===== src/rtl/pipe_stall_ctrl_if.sv =====
// -----------------------------------------------------------------------------
// pipe_stall_ctrl_if
// Groups the pipeline sequencer's hazard, branch and memory handshake signals
// with its per-stage control outputs.
//   slave  : the sequencer (pipe_stall_ctrl) side
//   master : the pipeline / memory side that drives requests and consumes controls
// Optional feature macro: PIPE_PERF_CNT_EN adds stall_cnt, flush_cnt and
// memwait_cnt [CNT_W-1:0].
// -----------------------------------------------------------------------------
interface pipe_stall_ctrl_if #(
    parameter int CNT_W = 16
);
    logic hazard_stall;
    logic br_taken;
    logic mem_r_en;
    logic mem_w_en;
    logic mem_ready;
    logic mem_req;
    logic freeze_pc;
    logic freeze_if_id;
    logic bubble_id_ex;
    logic flush_if_id;
    logic freeze_all;
    logic mem_err;
`ifdef PIPE_PERF_CNT_EN
    logic [CNT_W-1:0] stall_cnt;
    logic [CNT_W-1:0] flush_cnt;
    logic [CNT_W-1:0] memwait_cnt;
`endif

    modport slave (
        input  hazard_stall, br_taken, mem_r_en, mem_w_en, mem_ready,
        output mem_req, freeze_pc, freeze_if_id, bubble_id_ex, flush_if_id,
               freeze_all, mem_err
`ifdef PIPE_PERF_CNT_EN
        , output stall_cnt, flush_cnt, memwait_cnt
`endif
    );

    modport master (
        output hazard_stall, br_taken, mem_r_en, mem_w_en, mem_ready,
        input  mem_req, freeze_pc, freeze_if_id, bubble_id_ex, flush_if_id,
               freeze_all, mem_err
`ifdef PIPE_PERF_CNT_EN
        , input stall_cnt, flush_cnt, memwait_cnt
`endif
    );
endinterface


===== src/rtl/pipe_stall_ctrl.sv =====
// -----------------------------------------------------------------------------
// pipe_stall_ctrl
// Central sequencer for the 5-stage core. Merges the hazard-unit stall, the
// EXE-stage branch decision and multi-cycle MEM-stage accesses into per-stage
// freeze / flush / bubble controls, and owns the memory request handshake.
// Ports:
//   clk  - system clock, rising edge
//   rst  - asynchronous, active-low reset
//   bus  - pipe_stall_ctrl_if.slave: hazard_stall, br_taken, mem_r_en,
//          mem_w_en, mem_ready in; mem_req, freeze_pc, freeze_if_id,
//          bubble_id_ex, flush_if_id, freeze_all, mem_err out.
// Optional feature macro: PIPE_PERF_CNT_EN adds saturating performance
// counters (stall_cnt, flush_cnt, memwait_cnt) on the interface.
// -----------------------------------------------------------------------------
module pipe_stall_ctrl #(
    parameter int TIMEOUT = 64,
    parameter int CNT_W   = 16
) (
    input  logic                clk,
    input  logic                rst,
    pipe_stall_ctrl_if.slave    bus
);
    localparam int TMR_W = (TIMEOUT > 2) ? $clog2(TIMEOUT) : 1;
    localparam logic [TMR_W-1:0] TMR_LAST = TMR_W'(TIMEOUT - 1);

    typedef enum logic [1:0] {
        RUN      = 2'd0,
        MEM_BUSY = 2'd1,
        MEM_DONE = 2'd2
    } state_e;

    state_e           state_q, state_d;
    logic [TMR_W-1:0] timer_q, timer_d;
    logic             mem_req_q, mem_req_d;
    logic             mem_err_q, mem_err_d;
    logic             mem_access;

    assign mem_access = bus.mem_r_en | bus.mem_w_en;

    // Next-state logic
    always_comb begin
        state_d   = state_q;
        timer_d   = timer_q;
        mem_err_d = mem_err_q;
        unique case (state_q)
            RUN: begin
                if (mem_access) begin
                    state_d = MEM_BUSY;
                    timer_d = '0;
                end
            end
            MEM_BUSY: begin
                if (bus.mem_ready) begin
                    state_d = MEM_DONE;
                end else if (timer_q == TMR_LAST) begin
                    state_d   = MEM_DONE;
                    mem_err_d = 1'b1;
                end else begin
                    timer_d = timer_q + 1'b1;
                end
            end
            // Pipeline advances past the MEM instruction here, so the same
            // access cannot be re-requested on return to RUN.
            MEM_DONE: state_d = RUN;
            default:  state_d = RUN;
        endcase
        // Registered request tracks the state register exactly.
        mem_req_d = (state_d == MEM_BUSY);
    end

    always_ff @(posedge clk or negedge rst) begin
        if (!rst) begin
            state_q   <= RUN;
            timer_q   <= '0;
            mem_req_q <= 1'b0;
            mem_err_q <= 1'b0;
        end else begin
            state_q   <= state_d;
            timer_q   <= timer_d;
            mem_req_q <= mem_req_d;
            mem_err_q <= mem_err_d;
        end
    end

    // Stage controls, priority: memory freeze > branch > hazard stall.
    // While frozen the branch/hazard sources are held, so they are simply
    // re-evaluated once the freeze lifts.
    logic frz_all, frz_pc, frz_ifid, bub_idex, fl_ifid;
    logic prio_flush, prio_stall;

    always_comb begin
        frz_all    = (state_q == MEM_BUSY) | ((state_q == RUN) & mem_access);
        prio_flush = 1'b0;
        prio_stall = 1'b0;
        frz_pc     = 1'b0;
        frz_ifid   = 1'b0;
        bub_idex   = 1'b0;
        fl_ifid    = 1'b0;
        if (!frz_all) begin
            if (bus.br_taken) begin
                // ID holds a wrong-path instruction, so the stall is moot.
                prio_flush = 1'b1;
                fl_ifid    = 1'b1;
                bub_idex   = 1'b1;
            end else if (bus.hazard_stall) begin
                prio_stall = 1'b1;
                frz_pc     = 1'b1;
                frz_ifid   = 1'b1;
                bub_idex   = 1'b1;
            end
        end
    end

    assign bus.freeze_all   = frz_all;
    assign bus.freeze_pc    = frz_pc;
    assign bus.freeze_if_id = frz_ifid;
    assign bus.bubble_id_ex = bub_idex;
    assign bus.flush_if_id  = fl_ifid;
    assign bus.mem_req      = mem_req_q;
    assign bus.mem_err      = mem_err_q;

`ifdef PIPE_PERF_CNT_EN
    logic [CNT_W-1:0] stall_cnt_q, stall_cnt_d;
    logic [CNT_W-1:0] flush_cnt_q, flush_cnt_d;
    logic [CNT_W-1:0] memwait_cnt_q, memwait_cnt_d;

    function automatic logic [CNT_W-1:0] sat_inc(input logic [CNT_W-1:0] v, input logic en);
        return (en && !(&v)) ? v + 1'b1 : v;
    endfunction

    always_comb begin
        stall_cnt_d   = sat_inc(stall_cnt_q, prio_stall);
        flush_cnt_d   = sat_inc(flush_cnt_q, prio_flush);
        memwait_cnt_d = sat_inc(memwait_cnt_q, frz_all);
    end

    always_ff @(posedge clk or negedge rst) begin
        if (!rst) begin
            stall_cnt_q   <= '0;
            flush_cnt_q   <= '0;
            memwait_cnt_q <= '0;
        end else begin
            stall_cnt_q   <= stall_cnt_d;
            flush_cnt_q   <= flush_cnt_d;
            memwait_cnt_q <= memwait_cnt_d;
        end
    end

    assign bus.stall_cnt   = stall_cnt_q;
    assign bus.flush_cnt   = flush_cnt_q;
    assign bus.memwait_cnt = memwait_cnt_q;
`endif

endmodule


===== src/flat_wrapper.sv =====
// flat-port wrapper written by rule: the top's interface ports become plain ports
module pipe_stall_ctrl_flat 
#(
    parameter int TIMEOUT = 64,
    parameter int CNT_W   = 16
)
  (clk, rst, bus_hazard_stall, bus_br_taken, bus_mem_r_en, bus_mem_w_en, bus_mem_ready, bus_mem_req, bus_freeze_pc, bus_freeze_if_id, bus_bubble_id_ex, bus_flush_if_id, bus_freeze_all, bus_mem_err);
  pipe_stall_ctrl_if #(.CNT_W(CNT_W)) bus_i ();
  input  logic clk;
  input  logic rst;
  input wire logic [$bits(bus_i.hazard_stall)-1:0] bus_hazard_stall;
  input wire logic [$bits(bus_i.br_taken)-1:0] bus_br_taken;
  input wire logic [$bits(bus_i.mem_r_en)-1:0] bus_mem_r_en;
  input wire logic [$bits(bus_i.mem_w_en)-1:0] bus_mem_w_en;
  input wire logic [$bits(bus_i.mem_ready)-1:0] bus_mem_ready;
  output wire logic [$bits(bus_i.mem_req)-1:0] bus_mem_req;
  output wire logic [$bits(bus_i.freeze_pc)-1:0] bus_freeze_pc;
  output wire logic [$bits(bus_i.freeze_if_id)-1:0] bus_freeze_if_id;
  output wire logic [$bits(bus_i.bubble_id_ex)-1:0] bus_bubble_id_ex;
  output wire logic [$bits(bus_i.flush_if_id)-1:0] bus_flush_if_id;
  output wire logic [$bits(bus_i.freeze_all)-1:0] bus_freeze_all;
  output wire logic [$bits(bus_i.mem_err)-1:0] bus_mem_err;
  assign bus_i.hazard_stall = bus_hazard_stall;
  assign bus_i.br_taken = bus_br_taken;
  assign bus_i.mem_r_en = bus_mem_r_en;
  assign bus_i.mem_w_en = bus_mem_w_en;
  assign bus_i.mem_ready = bus_mem_ready;
  assign bus_mem_req = bus_i.mem_req;
  assign bus_freeze_pc = bus_i.freeze_pc;
  assign bus_freeze_if_id = bus_i.freeze_if_id;
  assign bus_bubble_id_ex = bus_i.bubble_id_ex;
  assign bus_flush_if_id = bus_i.flush_if_id;
  assign bus_freeze_all = bus_i.freeze_all;
  assign bus_mem_err = bus_i.mem_err;
  pipe_stall_ctrl #(.TIMEOUT(TIMEOUT), .CNT_W(CNT_W)) u_core (.clk(clk), .rst(rst), .bus(bus_i));
endmodule

===== config.mk =====
export PLATFORM = sky130hd
export DESIGN_NAME = pipe_stall_ctrl_flat
export DESIGN_NICKNAME = d
export VERILOG_FILES = /design/src/rtl/pipe_stall_ctrl_if.sv /design/src/rtl/pipe_stall_ctrl.sv /design/src/flat_wrapper.sv
export SDC_FILE = /design/constraint.sdc
export NUM_CORES = 1
export LEC_CHECK = 0
export BUFFER_PORTS_ARGS = -buffer_cell sky130_fd_sc_hd__buf_2
export CORE_ASPECT_RATIO = 0.9
export CORE_UTILIZATION = 35
export CTS_BUF_LIST = sky130_fd_sc_hd__clkbuf_4 sky130_fd_sc_hd__clkbuf_8 sky130_fd_sc_hd__clkbuf_16
export CTS_CLUSTER_DIAMETER = 80
export CTS_CLUSTER_SIZE = 20
export DETAILED_ROUTE_END_ITERATION = 10
export SLEW_MARGIN = 20
export SYNTH_ARGS = -nofsm -noshare
export SYNTH_HDL_FRONTEND = slang
export SYNTH_SLANG_ARGS = --single-unit

===== constraint.sdc =====
create_clock -name clk -period 2.4 [get_ports clk]
set_input_delay 0.36 -clock clk [delete_from_list [all_inputs] [get_ports clk]]
set_output_delay 0.36 -clock clk [all_outputs]
set_load 0.1 [all_outputs]

==> run summary <==
Synthesized area = 531 µm²
Post-synthesis sequential area ratio = 0.472
Die area = 1680 µm²
Max-Cap Viols = 0
Share of layout cells above drive strength 1 = 0.319
Later-pin clock latency in the skew report = 0.26 ns
Slew margin rel. = 0.677
Initial Utilization = 0.402
Crit path kind = reg -> out
H-Tree Depth = 1
Nets = 78
Most common cell after layout, fill and taps aside = buf_2
Peak supply drop = 0.534 mV
Most frequent cells in the layout = buf_2, dfrtp_1, nand3_1, inv_1
Post-DRT Antenna Nets = 0
Clk slew on worst S/H paths = 0.06 ns
Worst Hold Class = in -> reg
Post-route design area = 673 µm²
Max clock buf depth = 2
Power Total = 732 µW
DP HPWL = 796 µm
Gr ovfl total = 0
Highest Clock Rate = 438 MHz
Period Utilization, post-route = 0.952
Highest metal used = met3
Status = complete, no violations
Post CTS Setup Buffer Count = 0
Unrepaired setup endpoints after global routing = false
Leakage power = 0.324 nW
Syn Nets = 60
Post-Route M1 WL = 508 µm
Crit-path max cell delay = 0.45 ns
Root Driver = clkbuf_4
Clk sinks = 10
Met3 Routed Length = 65 µm
Gr usage total = 0.140
Post-synthesis cell count = 52
Worst R2R Setup Slack = 0.88 ns
Slowest cell on crit path = buf_2
First-pass iteration count of the detailed router = 3
Fin crit period = 2.28 ns
Max-slew violations = 0
Num CTS Buffers = 3
Syn. warnings = 0
IO Count = 14
Rows = 12
Metal2 WL = 436 µm
Area grow syn2layout = 26.9%
Gpl congestion = 0.778
Starting DRT DRC Count = 5
Critical Path Fanout Max = 6
Largest net degree at the start of global routing = 11
Worst Setup Start Kind = flop
FF+latch count, synth = 10
Hold Vio Cnt, Final = 0
Die span in y = 38.9 µm
Vias/cell = 5.24
TritonCTS clock tree = done
Setup crit end kind = output pin
Syn_area_per_cell = 10.2 µm²
PostCTS Resize Cnt = 0
Vias = 435
First-pass GRT wire length = 1.64 mm
Initial antenna violation count = 0
Antenna cells = 0
Placed insts = 78
Tightest Pin Transition = 0.488 ns
Wirelength, routed = 1.01 mm
WP data arrival = 1.92 ns
Synth cell types = 25
Vias in the first global route = 389
Pwr per Cell Area = 1090 nW/µm²
Req. time, crit path = 2.04 ns
Die width = 43.0 µm
# DRC = 0
Final setup skew = 0.000686 ns
CP cell instances = or3_1 -> nor2b_4 -> nor3b_4 -> buf_2
Final setup vio count = 0
DR WL/cell = 12.2 µm
Fin cells = 83
Core area = 1320 µm²
# port buffers = 13
Placed cell area = 627 µm²
-- sequential cells by signal, indices dropped and copies added, names as in the netlist --
signal	flops
u_core.bus.mem_err	1
u_core.bus.mem_req	1
u_core.state_q	2
u_core.timer_q	6
-- final timing paths --
| kind | from | endpoint | cells after the start |
|---|---|---|---|
| min in group asynchronous | rst | u_core.timer_q[2] | 2 |
| max reg2reg | u_core.timer_q[0] | u_core.timer_q[4] | 4 |
| min reg2reg | u_core.bus.mem_err | u_core.bus.mem_err | 1 |
| max in group asynchronous | rst | u_core.bus.mem_err | 2 |
| max | u_core.state_q[0] | bus_freeze_if_id | 4 |
| min | bus_mem_ready | u_core.state_q[1] | 2 |
-- layer usage --
| layer | GRT usage | vias up |
|---|---|---|
| met1 | 0.175 | 202 |
| met5 | 0 | - |
| met3 | 0.0748 | 0 |
| met4 | 0.0455 | 0 |
| met2 | 0.208 | 10 |
| li1 | - | 223 |
-- through the flow --
stage	utilization	hold WS, ns	TNS (ns)	worst slack, ns
after floorplan	-	0.0644	-0.673	-0.354
after global placement	0.474	0.232	0	0.409
after detailed placement	0.474	0.230	0	0.402
after CTS	0.509	0.374	0	0.104
after global routing	0.509	0.370	0	0.0514
final	0.509	0.381	0	0.115
-- worst max-delay path, delay by kind of cell (launching register included) --
family,cells,cell delay (ns)
buf+inv,1,0.45
flops,1,0.43
simple gates,3,0.78
-- cell type report --
cell class              instances  area [µm²]
flip-flops and latches         10         250
fillers                       132         648
inverters                       5        18.8
well taps                      14        17.5
repair buffers                 14        75.1
multi-input cells              36         275
clock buffers                   4        36.3
-- where the power goes --
group	switching, mW	internal [mW]
Clock	0.0572	0.0921
Sequential	0.0631	0.218
Combinational	0.213	0.0886
-- repair_timing --
action                                  4_1_cts  5_1_grt
hold buffers                                  1        0
hold endpoints to repair                     10        0
endpoints found under the setup margin        0        0
-- synth_stat cells --
library cell | count | area, µm²
a21o_1 | 1 | 7.51
a21oi_1 | 1 | 5.00
a31oi_1 | 2 | 12.5
a41oi_1 | 1 | 8.76
buf_4 | 1 | 7.51
dfrtp_1 | 10 | 250
ha_1 | 1 | 12.5
inv_1 | 5 | 18.8
mux2i_1 | 1 | 10.0
nand2_1 | 3 | 11.3
nand3_1 | 5 | 25.0
nand3b_1 | 1 | 7.51
nor2_1 | 3 | 11.3
nor2b_1 | 3 | 18.8
nor3b_1 | 1 | 7.51
nor3b_4 | 1 | 18.8
nor4bb_1 | 1 | 10.0
o211a_1 | 2 | 20.0
o211ai_1 | 2 | 15.0
o211ai_2 | 1 | 12.5
o21a_1 | 1 | 7.51
o21ai_0 | 2 | 10.0
o22ai_1 | 1 | 6.26
or3_1 | 1 | 6.26
or4b_1 | 1 | 10.0
-- kinds of logic after synthesis --
group | count (synthesis) | synth area share
multiplexers | 1 | 0.0189
buffers and inverters | 6 | 0.0495
AND/OR/NAND/NOR | 20 | 0.238
AO/OA/AOI/OAI | 14 | 0.198
adder cells (fa/ha/maj) | 1 | 0.0236
flip-flops | 10 | 0.472
(Power assumes the default switching activity.)
